<file path="src/rtl/duckhunt_pkg.sv">
// Shared definitions for the Duck Hunt shot path.
//   SCREEN_W / SCREEN_H : visible screen size in pixels
//   shot_state_t        : shot_scheduler FSM states
//   KEY_R               : HID keycode for the 'R' key (reload)
package duckhunt_pkg;

    localparam int SCREEN_W = 640;
    localparam int SCREEN_H = 480;

    localparam logic [7:0] KEY_R = 8'h15;

    typedef enum logic [2:0] {
        IDLE,
        ARMED,
        FIRE,
        COOLDOWN,
        RELOAD
    } shot_state_t;

endpackage

</file>
<file path="src/rtl/shot_scheduler_if.sv">
// Shot request handshake between shot_scheduler and the hit-test logic.
//   shot_valid : shot request pending (master drives)
//   shot_x/y   : shot coordinates, stable while shot_valid (master drives)
//   shot_ready : hit logic accepts the shot (slave drives)
interface shot_scheduler_if;

    logic       shot_valid;
    logic [9:0] shot_x;
    logic [9:0] shot_y;
    logic       shot_ready;

    modport master (
        output shot_valid,
        output shot_x,
        output shot_y,
        input  shot_ready
    );

    modport slave (
        input  shot_valid,
        input  shot_x,
        input  shot_y,
        output shot_ready
    );

endinterface

</file>
<file path="src/rtl/coord_clamp.sv">
// Saturating clamp of a signed 32-bit coordinate into 0..MAX (10-bit result).
//   value   : signed coordinate from the SoC PIO
//   clamped : value limited to [0, MAX]
module coord_clamp #(
    parameter int MAX = 639
) (
    input  logic signed [31:0] value,
    output logic        [9:0]  clamped
);

    always_comb begin
        clamped = value[9:0];
        if (value < 0) begin
            clamped = '0;
        end else if (value > MAX) begin
            clamped = 10'(MAX);
        end
    end

endmodule

</file>
<file path="src/rtl/shot_scheduler.sv">
// Player fire sequencer: clamps the mouse crosshair to the screen, turns
// each left-button press into at most one shot over a valid/ready handshake,
// and enforces magazine count, post-shot cooldown and frame-timed reload.
//
// Ports:
//   clk, reset        : system clock, synchronous active-high reset
//   frame_tick        : one-cycle pulse at start of vertical blank
//   round_active      : fire/reload allowed only while high
//   mouse_x, mouse_y  : signed mouse position from the SoC PIO
//   mouse_button      : button bitmap, bit0 = trigger
//   keycode           : current HID keycode
//   cross_x, cross_y  : registered clamped crosshair
//   shot              : shot handshake (master side)
//   ammo              : rounds remaining
//   reloading         : high while in RELOAD
//
// Build option: define SHOT_AUTO_RELOAD_EN to go straight from FIRE to
// RELOAD when the accepted shot empties the magazine.
module shot_scheduler
    import duckhunt_pkg::*;
#(
    parameter int         SCREEN_W      = duckhunt_pkg::SCREEN_W,
    parameter int         SCREEN_H      = duckhunt_pkg::SCREEN_H,
    parameter int         AMMO_MAX      = 3,
    parameter int         COOLDOWN_CYC  = 5_000_000,
    parameter int         RELOAD_FRAMES = 30,
    parameter logic [7:0] RELOAD_KEY    = KEY_R
) (
    input  logic                clk,
    input  logic                reset,
    input  logic                frame_tick,
    input  logic                round_active,
    input  logic signed [31:0]  mouse_x,
    input  logic signed [31:0]  mouse_y,
    input  logic        [7:0]   mouse_button,
    input  logic        [7:0]   keycode,
    output logic        [9:0]   cross_x,
    output logic        [9:0]   cross_y,
    shot_scheduler_if.master    shot,
    output logic        [1:0]   ammo,
    output logic                reloading
);

    localparam int CD_W = (COOLDOWN_CYC > 0) ? $clog2(COOLDOWN_CYC + 1) : 1;
    localparam int FR_W = (RELOAD_FRAMES > 1) ? $clog2(RELOAD_FRAMES) : 1;

    localparam logic [1:0]      AMMO_FULL = 2'(AMMO_MAX);
    localparam logic [CD_W-1:0] CD_LOAD   = CD_W'(COOLDOWN_CYC);
    localparam logic [FR_W-1:0] FR_LAST   = FR_W'(RELOAD_FRAMES - 1);

    shot_state_t     state;
    logic [CD_W-1:0] cd_cnt;
    logic [FR_W-1:0] frame_cnt;
    logic            btn_q;
    logic            trigger;
    logic            reload_req;
    logic [9:0]      clamp_x;
    logic [9:0]      clamp_y;
    logic            unused_buttons;

    assign unused_buttons = ^mouse_button[7:1];

    coord_clamp #(.MAX(SCREEN_W - 1)) u_clamp_x (
        .value   (mouse_x),
        .clamped (clamp_x)
    );

    coord_clamp #(.MAX(SCREEN_H - 1)) u_clamp_y (
        .value   (mouse_y),
        .clamped (clamp_y)
    );

    // Rising edge against last cycle's registered button: a held button
    // produces exactly one trigger regardless of the state it is seen in.
    assign trigger    = mouse_button[0] & ~btn_q;
    assign reload_req = (keycode == RELOAD_KEY) && (ammo < AMMO_FULL);

    always_ff @(posedge clk) begin
        if (reset) begin
            state           <= IDLE;
            cd_cnt          <= '0;
            frame_cnt       <= '0;
            btn_q           <= 1'b0;
            cross_x         <= '0;
            cross_y         <= '0;
            shot.shot_valid <= 1'b0;
            shot.shot_x     <= '0;
            shot.shot_y     <= '0;
            ammo            <= AMMO_FULL;
            reloading       <= 1'b0;
        end else begin
            btn_q   <= mouse_button[0];
            cross_x <= clamp_x;
            cross_y <= clamp_y;

            case (state)
                IDLE: begin
                    if (round_active) begin
                        if (ammo == '0) begin
                            state     <= RELOAD;
                            reloading <= 1'b1;
                            frame_cnt <= '0;
                        end else begin
                            state <= ARMED;
                        end
                    end
                end

                ARMED: begin
                    if (!round_active) begin
                        state <= IDLE;
                    end else if (trigger && (ammo != '0)) begin
                        state           <= FIRE;
                        shot.shot_valid <= 1'b1;
                        shot.shot_x     <= cross_x;
                        shot.shot_y     <= cross_y;
                        ammo            <= ammo - 2'd1;
                    end else if (reload_req) begin
                        state     <= RELOAD;
                        reloading <= 1'b1;
                        frame_cnt <= '0;
                    end
                end

                // valid is never withdrawn; round_active only picks the exit
                FIRE: begin
                    if (shot.shot_ready) begin
                        shot.shot_valid <= 1'b0;
                        if (!round_active) begin
                            state <= IDLE;
`ifdef SHOT_AUTO_RELOAD_EN
                        end else if (ammo == '0) begin
                            state     <= RELOAD;
                            reloading <= 1'b1;
                            frame_cnt <= '0;
`endif
                        end else begin
                            state  <= COOLDOWN;
                            cd_cnt <= CD_LOAD;
                        end
                    end
                end

                COOLDOWN: begin
                    if (!round_active) begin
                        state  <= IDLE;
                        cd_cnt <= '0;
                    end else if (cd_cnt == '0) begin
                        state <= ARMED;
                    end else begin
                        cd_cnt <= cd_cnt - 1'b1;
                    end
                end

                RELOAD: begin
                    if (!round_active) begin
                        state     <= IDLE;
                        reloading <= 1'b0;
                        frame_cnt <= '0;
                    end else if (frame_tick) begin
                        if (frame_cnt == FR_LAST) begin
                            state     <= ARMED;
                            reloading <= 1'b0;
                            ammo      <= AMMO_FULL;
                            frame_cnt <= '0;
                        end else begin
                            frame_cnt <= frame_cnt + 1'b1;
                        end
                    end
                end

                default: begin
                    state           <= IDLE;
                    shot.shot_valid <= 1'b0;
                    reloading       <= 1'b0;
                end
            endcase
        end
    end

endmodule

</file>
<file path="src/flat_wrapper.sv">
// flat-port wrapper written by rule: the top's interface ports become plain ports
module shot_scheduler_flat import duckhunt_pkg::*;
#(
    parameter int         SCREEN_W      = duckhunt_pkg::SCREEN_W,
    parameter int         SCREEN_H      = duckhunt_pkg::SCREEN_H,
    parameter int         AMMO_MAX      = 3,
    parameter int         COOLDOWN_CYC  = 5_000_000,
    parameter int         RELOAD_FRAMES = 30,
    parameter logic [7:0] RELOAD_KEY    = KEY_R
)
  (clk, reset, frame_tick, round_active, mouse_x, mouse_y, mouse_button, keycode, cross_x, cross_y, ammo, reloading, shot_shot_valid, shot_shot_x, shot_shot_y, shot_shot_ready);
  shot_scheduler_if shot_i ();
  input  logic clk;
  input  logic reset;
  input  logic frame_tick;
  input  logic round_active;
  input  logic signed [31:0] mouse_x;
  input  logic signed [31:0] mouse_y;
  input  logic        [7:0] mouse_button;
  input  logic        [7:0] keycode;
  output logic        [9:0] cross_x;
  output logic        [9:0] cross_y;
  output logic        [1:0] ammo;
  output logic reloading;
  output wire logic [$bits(shot_i.shot_valid)-1:0] shot_shot_valid;
  output wire logic [$bits(shot_i.shot_x)-1:0] shot_shot_x;
  output wire logic [$bits(shot_i.shot_y)-1:0] shot_shot_y;
  input wire logic [$bits(shot_i.shot_ready)-1:0] shot_shot_ready;
  assign shot_shot_valid = shot_i.shot_valid;
  assign shot_shot_x = shot_i.shot_x;
  assign shot_shot_y = shot_i.shot_y;
  assign shot_i.shot_ready = shot_shot_ready;
  shot_scheduler #(.SCREEN_W(SCREEN_W), .SCREEN_H(SCREEN_H), .AMMO_MAX(AMMO_MAX), .COOLDOWN_CYC(COOLDOWN_CYC), .RELOAD_FRAMES(RELOAD_FRAMES), .RELOAD_KEY(RELOAD_KEY)) u_core (.clk(clk), .reset(reset), .frame_tick(frame_tick), .round_active(round_active), .mouse_x(mouse_x), .mouse_y(mouse_y), .mouse_button(mouse_button), .keycode(keycode), .cross_x(cross_x), .cross_y(cross_y), .shot(shot_i), .ammo(ammo), .reloading(reloading));
endmodule
</file>
<file path="config.mk">
export PLATFORM = sky130hd
export DESIGN_NAME = shot_scheduler_flat
export DESIGN_NICKNAME = d
export VERILOG_FILES = /design/src/rtl/duckhunt_pkg.sv /design/src/rtl/shot_scheduler_if.sv /design/src/rtl/coord_clamp.sv /design/src/rtl/shot_scheduler.sv /design/src/flat_wrapper.sv
export SDC_FILE = /design/constraint.sdc
export NUM_CORES = 1
export LEC_CHECK = 0
export ABC_CLOCK_PERIOD_IN_PS = 2700
export BUFFER_PORTS_ARGS = -buffer_cell sky130_fd_sc_hd__buf_4
export CAP_MARGIN = 20
export CORE_MARGIN = 1.5
export CORE_UTILIZATION = 35
export DETAILED_ROUTE_END_ITERATION = 8
export PLACE_DENSITY = 0.68
export SYNTH_ARGS = -nofsm -noshare
export SYNTH_HDL_FRONTEND = slang
export SYNTH_HIERARCHICAL = 1
export SYNTH_SLANG_ARGS = --single-unit
</file>
<file path="constraint.sdc">
create_clock -name clk -period 2.7 [get_ports clk]
set_clock_uncertainty 0.05 [all_clocks]
set_input_delay 0.54 -clock clk [delete_from_list [all_inputs] [get_ports clk]]
set_output_delay 0.54 -clock clk [all_outputs]
set_load 0.1 [all_outputs]
</file>
==> reports/metrics.csv <==
metric,value,unit
status,"complete, no violations",
routability cong.,0.870,
Detailed Place HPWL,7650,um
CTS tree,done,
IO Pins,129,
fin nets,670,
Max VDD drop,0.000257,V
die area,0.0114,sq mm
CTS Buffer Depth,2,
Synthesized Nets,555,
"area leader, netlist",dfxtp_1,
Die W,107,um
Starting Density,36.4,%
max frequency,0.406,GHz
CP top delay family,simple AND/OR/NAND/NOR gates,
WP buf/inv,1,
DRT Wirelength,10100,um
CP cell instances,inv_1 -> ha_1 -> or4b_1 -> or4_4 -> o21ai_2 -> nor3_1 -> a211o_1,
crit end category,flip-flop,
Worst path slowest cell,or4b_1,
Netlist Area Pre-Place,0.00377,sq mm
DRT iter0 DRCs,248,
worst slew pin tran,0.736,ns
CTS buffer count,9,
IO buf count,121,
Post-CTS Resized,0,
CP Data Required Time,2.88,ns
startpoint types,flip-flop,
Die Span Y,107,um
worst hold path class,in2reg,
post-synthesis async set-or-reset flop share,0,%
Mapped Cells,465,
Slew headroom,50.7,%
critical path class,reg2reg,
synthesis-to-layout area growth,32.1,%
Worst-Skew Late Latency,0.34,ns
DP Area,0.00480,sq mm
Final Hold Vio Count,0,
top-count cell post-synth,dfxtp_1,
via/cell ratio,5.29,
max incr delay on CP,0.55,ns
list of most frequent post-synthesis cells,"76 x dfxtp_1, 61 x nand2_1, 51 x a21oi_1, 33 x nor2_1",
Core Region,0.0104,sq mm
clock root cell,clkbuf_8,
fin. max-slew vios,0,
warnings from Yosys,6,
Syn Area/Cell,8.11,sq um
Leak Pwr,2.10,nW
synthesized flop and latch total,76,
All-Layer GR Usage,18.3,%
Yosys cell types,64,
largest net degree at the start of global routing,39,
Post-CTS Hold Fix Bufs,0,
initial antenna violation count,0,
antenna cells,0,
overall power,0.00271,W
H-tree Lvls,3,
Post-synth EDFFs,0,
"Setup Fix Bufs, Post-CTS",0,
share of the synthesized area in the top cell type,40.3,%
dpl ws,0.285,ns
clk sink count,76,
per-cell routed wire length,14.0,um
row cnt,37,
RSZ-0062 raised after global routing,no,
Remaining DRCs,0,
vias in the first global route,3761,
Main synth FF type,dfxtp_1,
final worst setup slack,0.236,ns
layout cells sized above 1,28.0,%
"Period Utilization, post-route",91.2,%
Worst-path clk slew,0.08,ns
synth top area cells,"dfxtp_1 40%, a21oi_1 6.8%, nand2_1 6.1%",
Crit Path Max Fanout,6,
fin crit period,2.46,ns
Vias,3817,
setup TNS,0,ns
final setup vio count,0,
arrival time worst endpoint,2.64,ns
1st-pass router iterations,4,
max_cap viols,0,
Post-DRT Antenna Nets,0,
fin area,0.00498,sq mm
"Seq/Total Area, Yosys",40.3,%
first-pass GRT wire length,17000,um
global route overflow,0,
power density over the cells,545,mW/mm^2
[final timing paths]
check | from | end | slack (ns) | cells after the start
worst max register to register | u_core/cd_cnt[1]$_SDFFE_PP0P_ | u_core/cd_cnt[12]$_SDFFE_PP0P_ | 0.24 | 7
worst min register to register | u_core/cross_x[7]$_SDFF_PP0_ | u_core/shot.shot_x[7]$_SDFFE_PP0P_ | 0.40 | 2
worst min-delay path | mouse_button[0] | u_core/btn_q$_SDFF_PP0_ | 0.38 | 2
worst max-delay path | u_core/cd_cnt[1]$_SDFFE_PP0P_ | u_core/cd_cnt[12]$_SDFFE_PP0P_ | 0.24 | 7
[sequential cells by signal, indices dropped and copies added, names as in the netlist]
name                    count
u_core/cd_cnt              23
u_core/cross_x             10
u_core/cross_y             10
u_core/shot.shot_x         10
u_core/shot.shot_y         10
u_core/frame_cnt            5
u_core/state                3
u_core/ammo                 2
u_core/btn_q                1
u_core/reloading            1
u_core/shot.shot_valid      1
[routing by layer]
layer  global-route usage (%)  up-vias  wire [um]
met1                     20.3     1730       3950
met2                     33.7      157       5260
met4                     5.90        0        175
met5                        0        -          0
li1                         -     1912          -
met3                     4.92       18        689
[power by group]
| part | switching (W) | internal (W) | total (W) | leakage, nW |
|---|---|---|---|---|
| registers | 0.0000508 | 0.00116 | 0.00122 | 0.618 |
| clock network | 0.000448 | 0.000345 | 0.000793 | 0.0870 |
| logic | 0.000441 | 0.000264 | 0.000705 | 1.40 |
| total | 0.000940 | 0.00177 | 0.00271 | 2.10 |
[logic make-up (layout without fill, tap and decap cells)]
kind of cell,after synthesis,after routing,synth area share [%]
and+or+nand+nor,209,209,31.0
AOI/OAI and AO/OA,125,125,21.2
DFF,76,76,40.3
buffers and inverters,47,167,5.21
adders and majority gates,5,5,1.66
other,1,1,0.0994
xor gates and xnor gates,1,1,0.232
muxes,1,1,0.265
[final cells by class]
type	count	area [sq um]
Clock buffer	9	124
Fill cell	1036	5390
Clock inverter	7	55.1
Tap cell	136	170
Multi-Input combinational cell	342	2050
Inverter	20	75.1
Timing Repair Buffer	131	983
Sequential cell	76	1520
[stage by stage]
stage / util [%] / hold slack [ns] / std cells
3_3_place_gp: 46.3 / 0.390 / 705
6_report: 48.0 / 0.385 / 721
3_5_place_dp: 46.3 / 0.393 / 705
2_1_floorplan: - / 0.397 / 465
4_1_cts: 48.0 / 0.369 / 721
5_1_grt: 48.0 / 0.376 / 721
[cells in the final DEF (no fill, tap or decap), types with 2 or more instances in the layout]
cell,count
nand2b_1,7
a41oi_1,7
o21ai_1,2
and3_1,8
and4_1,2
or4_1,5
nor3b_1,3
o21ai_0,16
nor2_1,33
a31oi_1,17
ha_1,5
or3_1,7
clkbuf_8,9
a21o_1,3
nand4_1,3
nand4b_1,4
nand3b_1,2
o22ai_1,4
nor4b_1,2
or4_4,4
nand2_1,61
buf_4,131
inv_6,4
a211oi_1,4
a21oi_2,2
a311oi_1,3
nand3_1,10
a21oi_1,51
nor4_1,13
nor3_1,11
inv_1,20
dfxtp_1,76
clkinvlp_4,2
nor2b_1,23
No activity file was read; power rests on OpenSTA's default activity.
